===== src/rtl/multicycle_ctrl.sv =====
// multicycle_ctrl: multi-cycle RV32I control FSM (lw, sw, R, I, beq, jal) driving a shared ALU/memory datapath.
// Ports: clk, rst_n (async active-low); op/funct3/funct7 from IR; zero from ALU; mem_ready handshake;
// outputs mem_req, mem_write, adr_src, ir_write, pc_write, reg_write, alu_src_a/b, result_src, imm_src,
// alu_control, retire pulse, retire_count, sticky illegal. Define MCTRL_BNE_EN to also accept bne.
module multicycle_ctrl #(
  parameter int ALU_CTRL_W = 3,
  parameter int RETIRE_W   = 32
) (
  input  logic                  clk,
  input  logic                  rst_n,
  input  logic [6:0]            op,
  input  logic [2:0]            funct3,
  input  logic                  funct7,
  input  logic                  zero,
  input  logic                  mem_ready,
  output logic                  mem_req,
  output logic                  mem_write,
  output logic                  adr_src,
  output logic                  ir_write,
  output logic                  pc_write,
  output logic                  reg_write,
  output logic [1:0]            alu_src_a,
  output logic [1:0]            alu_src_b,
  output logic [1:0]            result_src,
  output logic [1:0]            imm_src,
  output logic [ALU_CTRL_W-1:0] alu_control,
  output logic                  retire,
  output logic [RETIRE_W-1:0]   retire_count,
  output logic                  illegal
);
  typedef enum logic [3:0] {
    IDLE, FETCH, DECODE, MEMADR, MEMREAD, MEMWB, MEMWRITE,
    EXECR, EXECI, ALUWB, BEQ, JAL, TRAP
  } state_t;
  state_t state, next;
  logic [1:0] alu_op;
  logic [2:0] alu_code;
  logic [1:0] op_imm;
  logic       branch_ok;
  logic       branch_taken;
`ifdef MCTRL_BNE_EN
  assign branch_ok    = funct3 == 3'b000 || funct3 == 3'b001;
  assign branch_taken = funct3[0] ? ~zero : zero;
`else
  assign branch_ok    = funct3 == 3'b000;
  assign branch_taken = zero;
`endif
  assign op_imm = op == 7'b0100011 ? 2'b01 :
                  op == 7'b1100011 ? 2'b10 :
                  op == 7'b1101111 ? 2'b11 : 2'b00;
  always_comb begin
    alu_code = alu_op == 2'b00 ? 3'b000 :
               alu_op == 2'b01 ? 3'b001 :
               funct3 == 3'b000 ? ((op[5] & funct7) ? 3'b001 : 3'b000) :
               funct3 == 3'b010 ? 3'b101 :
               funct3 == 3'b110 ? 3'b110 :
               funct3 == 3'b111 ? 3'b010 : 3'b000;
  end
  assign alu_control = ALU_CTRL_W'(alu_code);
  always_comb begin
    next       = state;
    mem_req    = 1'b0;
    mem_write  = 1'b0;
    adr_src    = 1'b0;
    ir_write   = 1'b0;
    pc_write   = 1'b0;
    reg_write  = 1'b0;
    alu_src_a  = 2'b00;
    alu_src_b  = 2'b00;
    result_src = 2'b00;
    imm_src    = 2'b00;
    alu_op     = 2'b00;
    illegal    = 1'b0;
    case (state)
      IDLE: next = FETCH;
      FETCH: begin
        mem_req    = 1'b1;
        alu_src_b  = 2'b10;
        result_src = 2'b10;
        ir_write   = mem_ready;
        pc_write   = mem_ready;
        next       = mem_ready ? DECODE : FETCH;
      end
      DECODE: begin
        alu_src_a = 2'b01;
        alu_src_b = 2'b01;
        imm_src   = op_imm;
        next = (op == 7'b0000011 || op == 7'b0100011) ? MEMADR :
               op == 7'b0110011 ? EXECR :
               op == 7'b0010011 ? EXECI :
               (op == 7'b1100011 && branch_ok) ? BEQ :
               op == 7'b1101111 ? JAL : TRAP;
      end
      MEMADR: begin
        alu_src_a = 2'b10;
        alu_src_b = 2'b01;
        imm_src   = op_imm;
        next      = op[5] ? MEMWRITE : MEMREAD;
      end
      MEMREAD: begin
        mem_req = 1'b1;
        adr_src = 1'b1;
        next    = mem_ready ? MEMWB : MEMREAD;
      end
      MEMWB: begin
        result_src = 2'b01;
        reg_write  = 1'b1;
        next       = FETCH;
      end
      MEMWRITE: begin
        mem_req   = 1'b1;
        mem_write = 1'b1;
        adr_src   = 1'b1;
        next      = mem_ready ? FETCH : MEMWRITE;
      end
      EXECR: begin
        alu_src_a = 2'b10;
        alu_op    = 2'b10;
        next      = ALUWB;
      end
      EXECI: begin
        alu_src_a = 2'b10;
        alu_src_b = 2'b01;
        alu_op    = 2'b10;
        next      = ALUWB;
      end
      ALUWB: begin
        reg_write = 1'b1;
        next      = FETCH;
      end
      BEQ: begin
        alu_src_a = 2'b10;
        alu_op    = 2'b01;
        pc_write  = branch_taken;
        next      = FETCH;
      end
      JAL: begin
        alu_src_a = 2'b01;
        alu_src_b = 2'b10;
        pc_write  = 1'b1;
        next      = ALUWB;
      end
      TRAP: illegal = 1'b1;
      default: next = IDLE;
    endcase
  end
  // FETCH->FETCH is a wait stall and IDLE->FETCH is the post-reset start, neither completes an instruction
  assign retire = next == FETCH && state != IDLE && state != FETCH;
  always_ff @(posedge clk or negedge rst_n) begin
    if (!rst_n) begin
      state        <= IDLE;
      retire_count <= '0;
    end else begin
      state <= next;
      if (retire) retire_count <= retire_count + 1'b1;
    end
  end
endmodule


===== config.mk =====
export PLATFORM = sky130hd
export DESIGN_NAME = multicycle_ctrl
export DESIGN_NICKNAME = d
export VERILOG_FILES = /design/src/rtl/multicycle_ctrl.sv
export SDC_FILE = /design/constraint.sdc
export NUM_CORES = 1
export LEC_CHECK = 0
export ABC_AREA = 1
export CORE_MARGIN = 2
export CORE_UTILIZATION = 40
export DETAILED_ROUTE_END_ITERATION = 12
export PLACE_DENSITY = 0.65
export SLEW_MARGIN = 20
export SYNTH_ARGS = -nofsm -noshare
export SYNTH_HDL_FRONTEND = slang
export SYNTH_SLANG_ARGS = --single-unit

===== constraint.sdc =====
create_clock -name clk -period 2.5 [get_ports clk]
set_input_delay 0.375 -clock clk [delete_from_list [all_inputs] [get_ports clk]]
set_output_delay 0.375 -clock clk [all_outputs]
set_load 0.005 [all_outputs]

==> results of run 1 <==
metrics by stage:
stage	TNS [ns]	util, %	setup slack, ns
finish	0	54.4	0.118
global route	0	54.4	0.00523
CTS	0	54.3	0.0934
detailed placement	-0.192	52.1	-0.192
global placement	-0.125	52.1	-0.125
floorplan	0	-	0.640
Yosys cell counts:
cell	number
nand2_1	173
nand3_1	49
nor2_1	47
dfrtp_1	36
inv_1	36
xor2_1	16
nor3_1	14
nand3b_1	9
a21oi_1	7
inv_2	5
nand4_1	5
nand2_2	4
nor2_2	4
buf_2	3
buf_4	3
buf_6	3
nor2_4	3
xnor2_1	3
nor4_1	2
clkinv_1	1
ha_1	1
nand2_4	1
o211ai_1	1
o21ai_0	1
o21ai_2	1
o31ai_1	1
or2_0	1
routing by layer:
layer | track usage, % | vias up | wire [um]
li1 | - | 1508 | -
met1 | 30.9 | 1327 | 3560
met2 | 34.5 | 88 | 3510
met3 | 2.86 | 12 | 438
met4 | 6.25 | 0 | 138
met5 | 0 | - | 0
kinds of logic after synthesis:
group / after synthesis / share of synthesized area, %
buffers and inverters: 51 / 8.40
xor gates and xnor gates: 19 / 6.10
DFF: 36 / 33.0
and+or+nand+nor: 312 / 49.7
adders and majority gates: 1 / 0.459
AOI/OAI and AO/OA: 11 / 2.34
area by class of cell:
class | instances | area (sq um) | share of cell area (%)
tap | 80 | 100 | 2.75
sequential | 36 | 903 | 24.9
clock inverter | 2 | 12.5 | 0.344
inverter | 42 | 158 | 4.34
clock buffer | 5 | 68.8 | 1.89
timing repair buffer | 78 | 737 | 20.3
multi-input combinational | 343 | 1660 | 45.5
power by group:
part           internal, mW  switching [mW]
Combinational         0.500           0.838
Sequential            0.641          0.0927
Clock                 0.189           0.214
Total                  1.33            1.15
sequential cells by signal, summed over array words and instances (netlist names):
| name | flops |
|---|---|
| retire_count | 32 |
| state | 4 |
worst min-delay path by stage:
stage                     start          endpoint  slack, ns  cells past startpoint
after global routing      rst_n  retire_count[12]       0.23                      1
final                     rst_n  retire_count[14]       0.17                      1
after global placement    rst_n  retire_count[14]       0.51                      1
after CTS                 rst_n  retire_count[12]       0.19                      1
after floorplan           rst_n   retire_count[0]       0.08                      0
after detailed placement  rst_n  retire_count[12]       0.51                      1
timing repair:
| action | in CTS | in global routing |
|---|---|---|
| cloned | 0 | 0 |
| gates resized for setup | 21 | 2 |
| setup buffers | 2 | 0 |
| pin swaps | 9 | 0 |
| setup endpoints to repair | 1 | 3 |
worst register-to-register path: stages, from the launching register on:
cell     delay [ns]
dfrtp_1        0.44
nor2_4         0.17
nand2_2        0.11
nor2_4         0.17
inv_2          0.06
a21oi_1        0.13
nand2_1        0.09
nand2_2        0.10
nor2_4         0.06
buf_4          0.12
buf_4          0.24
nand3_1        0.14
nand2_1        0.06
==> qor.csv, run 1 <==
metric;value;unit
cpLargestDelayFamily;buffers and inverters;
status;completed;
ys_warn_count;0;
die-area;0.00749;sq mm
ys_ff_latch;36;
finalInstanceArea;0.00363;sq mm
core;0.00668;sq mm
required;2.12;ns
path_cells;clkdlybuf4s50_1 > inv_1 > buf_4 > nand4_1 > nand3_1 > a21oi_2 > nor2_4 > nand2_4 > inv_1 > dlygate4sd2_1;
hold_ws;0.169;ns
clk_path_buf_depth;2;
cts_tree;done;
cts_max_level;2;
routabilityCongestion;0.918;
remaining_drc_errors;0;
crit_end;retire;
ctsHoldBuffers;0;
area_growth;33.3;%
cts_buffers;5;
yosysUniqueCellTypes;27;
crit_top_cell;inv_1;
r2r-start;state[3];
num_vias;2935;
first_pass_iters;4;
die_h;86.6;um
rsz0062_at_grt;false;
placedInstanceArea;0.00348;sq mm
ir_worst_vdd;802;uV
setup_viol;0;
drt_iter0_drc;142;
hp-class;primary input to async pin;
start_kind;primary input;
syn-num-nets;446;
mostFrequentLayoutCell;nand2_1;
power.total;2.48;mW
die_w;86.6;um
drt-vias-per-instance;5.01;
final_cell_mix;nand2_1 (170), clkdlybuf4s50_1 (59), nand3_1 (46);
worstSetupStartpoint;op[6];
powerDensity;681;mW/mm^2
antenna_found_initial;0;
ys_seq_area_share;33.0;%
avgSynthCellArea;6.34;sq um
fill_cells;683;
relSlewSlack;46.3;%
finalHoldViolations;0;
fin_crit;2.38;ns
worst_pin_slew;0.806;ns
wl_per_cell;13.0;um
cp_data_arrival_time;2.01;ns
grt_pass1_wl;13100;um
rows;30;
synth_top_area_share;33.0;%
crit_buf_inv;5;
cts.sinks;36;
gr-total-overflow;0;
reg2reg_depth;12;
route.antenna.remaining_nets;0;
leakagePower;1.76;nW
dpl.cell_count;577;
start_util;40.8;%
fin_cells;586;
worstSetupPathDepth;10;
hpwl;5690;um
slowest_delay;0.48;ns
wl;7650;um
grt_use_total;21.7;%
root_buffer;clkbuf_8;
io_buffer_count;65;
io_pins;66;
cp_slowest_cell;clkdlybuf4s50_1;
min_period_over_period;95.3;%
final_max_slew_viol_count;0;
skew;0.0110;ns
grt_pass1_vias;2771;
crit_fanout;3;
syn_inst;430;
yosys-top-cells-area;dfrtp_1 (33%), nand2_1 (24%), nand3_1 (9.0%), nor2_1 (6.5%), xor2_1 (5.1%);
final_nets;522;
grt_max_degree;37;
drive_gt1_share;10.9;%
reg2reg_to;retire_count[18];
endpoint_kind;output pin;
diodes;0;
syn-cell-area;0.00273;sq mm
synth_largest_area_cell;dfrtp_1;
clock.fmax;420;MHz
rrSetupSlack;0.52;ns
drv_cap;0;
clk_latency;0.29;ns
crit_type;primary input to output pin;
clk_pin_slew_worst_paths;0.07;ns
Power figures use the tool's default switching activity.
==> run 2, diff against run 1 <==
--- a/config.mk
+++ b/config.mk
@@ -7,9 +7,9 @@
 export LEC_CHECK = 0
 export ABC_AREA = 1
 export CORE_MARGIN = 2
-export CORE_UTILIZATION = 40
+export CORE_UTILIZATION = 45
 export DETAILED_ROUTE_END_ITERATION = 12
-export PLACE_DENSITY = 0.65
+export PLACE_DENSITY = 0.72
 export SLEW_MARGIN = 20
 export SYNTH_ARGS = -nofsm -noshare
 export SYNTH_HDL_FRONTEND = slang
==> qor.csv, run 2 (synthesis results as in run 1) <==
metric;value;unit;change
status;completed;;unchanged
endpoint_kind;output pin;;unchanged
io_buffer_count;65;;unchanged
p_switching;1.16;mW;was 1.15 mW
r2r-start;retire_count[1];;was state[3]
grt_use_total;25.6;%;was 21.7%
cts.sinks;36;;unchanged
cp_data_arrival_time;2.02;ns;was 2.01 ns
start_util;46.3;%;was 40.8%
worst_pin_slew;0.835;ns;was 0.806 ns
ir_worst_vdd;462;uV;was 802 uV
dpl.cell_count;568;;was 577
final_max_slew_viol_count;0;;unchanged
die-area;0.00670;sq mm;was 0.00749 sq mm
p_int;1.46;mW;was 1.33 mW
largest_register_ffs;32;;unchanged
gr-total-overflow;0;;unchanged
pre_cts_ws;-0.169;ns;was -0.192 ns
drt-vias-per-instance;5.04;;was 5.01
wl_per_cell;13.8;um;was 13.0 um
combPwrFrac;51.9;%;was 54.1%
drt_iter0_drc;145;;was 142
hp-class;primary input to async pin;;unchanged
rows;28;;was 30
grt_max_degree;37;;unchanged
num_vias;2921;;was 2935
io_pins;66;;unchanged
clk_pin_slew_worst_paths;0.08;ns;was 0.07 ns
leakagePower;1.76;nW;about the same
relSlewSlack;44.4;%;was 46.3%
skew;0.00825;ns;was 0.0110 ns
die_w;81.8;um;was 86.6 um
clock.fmax;418;MHz;was 420 MHz
crit_fanout;4;;was 3
min_period_over_period;95.6;%;was 95.3%
powerDensity;715;mW/mm^2;was 681 mW/mm^2
fin_cells;580;;was 586
reg_top3;retire_count (32), state (4);;unchanged
root_buffer;clkbuf_8;;unchanged
hpwl;6010;um;was 5690 um
finalHoldViolations;0;;unchanged
grt_pass1_vias;2739;;was 2771
route.antenna.remaining_nets;0;;unchanged
final_cell_mix;nand2_1 (168), clkdlybuf4s50_1 (59), nand3_1 (46);;was nand2_1 (170), clkdlybuf4s50_1 (59), nand3_1 (46)
drive_gt1_share;11.5;%;was 10.9%
crit_type;primary input to output pin;;unchanged
start_kind;primary input;;unchanged
reg2reg_depth;8;;was 12
area_growth;34.1;%;was 33.3%
setup_ws;0.109;ns;was 0.118 ns
clockPowerShare;20.1;%;was 16.3%
fin_crit;2.39;ns;was 2.38 ns
finalInstanceArea;0.00366;sq mm;was 0.00363 sq mm
clk_latency;0.29;ns;about the same
regMostFlops;retire_count;;unchanged
setup_viol;0;;unchanged
mostFrequentLayoutCell;nand2_1;;unchanged
required;2.12;ns;about the same
remaining_drc_errors;0;;unchanged
rrSetupSlack;0.40;ns;was 0.52 ns
sw_frac_of_total;44.2;%;was 46.3%
diodes;0;;unchanged
reg2reg_to;retire_count[16];;was retire_count[18]
placedInstanceArea;0.00345;sq mm;was 0.00348 sq mm
cts_tree;done;;unchanged
final_nets;520;;was 522
cts_buffers;5;;unchanged
power.total;2.61;mW;was 2.48 mW
routabilityCongestion;0.955;;was 0.918
first_pass_iters;4;;unchanged
antenna_found_initial;0;;unchanged
die_h;81.8;um;was 86.6 um
grt_pass1_wl;13100;um;about the same
wl;8010;um;was 7650 um
power_frac_seq;28.0;%;was 29.6%
hold_ws;0.179;ns;was 0.169 ns
core;0.00589;sq mm;was 0.00668 sq mm
cts_max_level;2;;unchanged
clk_path_buf_depth;2;;unchanged
rsz0062_at_grt;false;;unchanged
drv_cap;0;;unchanged
-- run 2: routing by layer --
layer,track usage [%],routed length [um],vias to the layer above
li1,-,-,1495
met3,3.63,381,6
met2,40.7,3770,80
met5,0,0,-
met4,7.50,88,0
met1,36.2,3770,1340
-- run 2: through the flow --
step,util (%),setup TNS [ns]
2_1_floorplan,-,0
3_5_place_dp,58.6,-0.170
5_1_grt,62.1,0
3_3_place_gp,58.6,-0.134
4_1_cts,61.7,0
6_report,62.1,0
-- run 2: what timing repair did --
action,CTS,global route
setup buffers,2,2
hold buffers,0,0
pin swaps,8,0
setup endpoints to repair,1,3
gates resized for setup,26,3
-- run 2: worst max-delay path, cell delays in order --
cell,delay [ns]
clkdlybuf4s50_1,0.50
inv_2,0.05
nor2_2,0.16
nand2_2,0.12
buf_4,0.15
a21oi_1,0.15
clkdlybuf4s50_1,0.52
-- run 2: area by class of cell --
class	instances	area (sq um)
multi-input combinational	343	1670
sequential	36	905
fill	570	2230
tap	75	93.8
timing repair buffer	76	722
inverter	42	158
clock inverter	3	42.5
clock buffer	5	68.8
-- run 2: power by group through the flow --
stage / logic, mW / registers, mW / clock network, mW
after floorplan: 0.869 / 0.721 / 0
after detailed placement: 1.28 / 0.736 / 0
after global routing: 1.49 / 0.742 / 0.566
final: 1.36 / 0.732 / 0.525
after global placement: 1.27 / 0.731 / 0
after CTS: 1.33 / 0.730 / 0.545
-- run 2: worst max-delay path by stage --
stage | startpoint | endpoint | cells past startpoint
after floorplan | state[2] | retire | 10
after global placement | op[1] | retire | 10
after detailed placement | op[3] | retire | 11
after CTS | state[0] | alu_control[0] | 6
after global routing | state[2] | alu_control[0] | 8
final | op[6] | imm_src[1] | 7
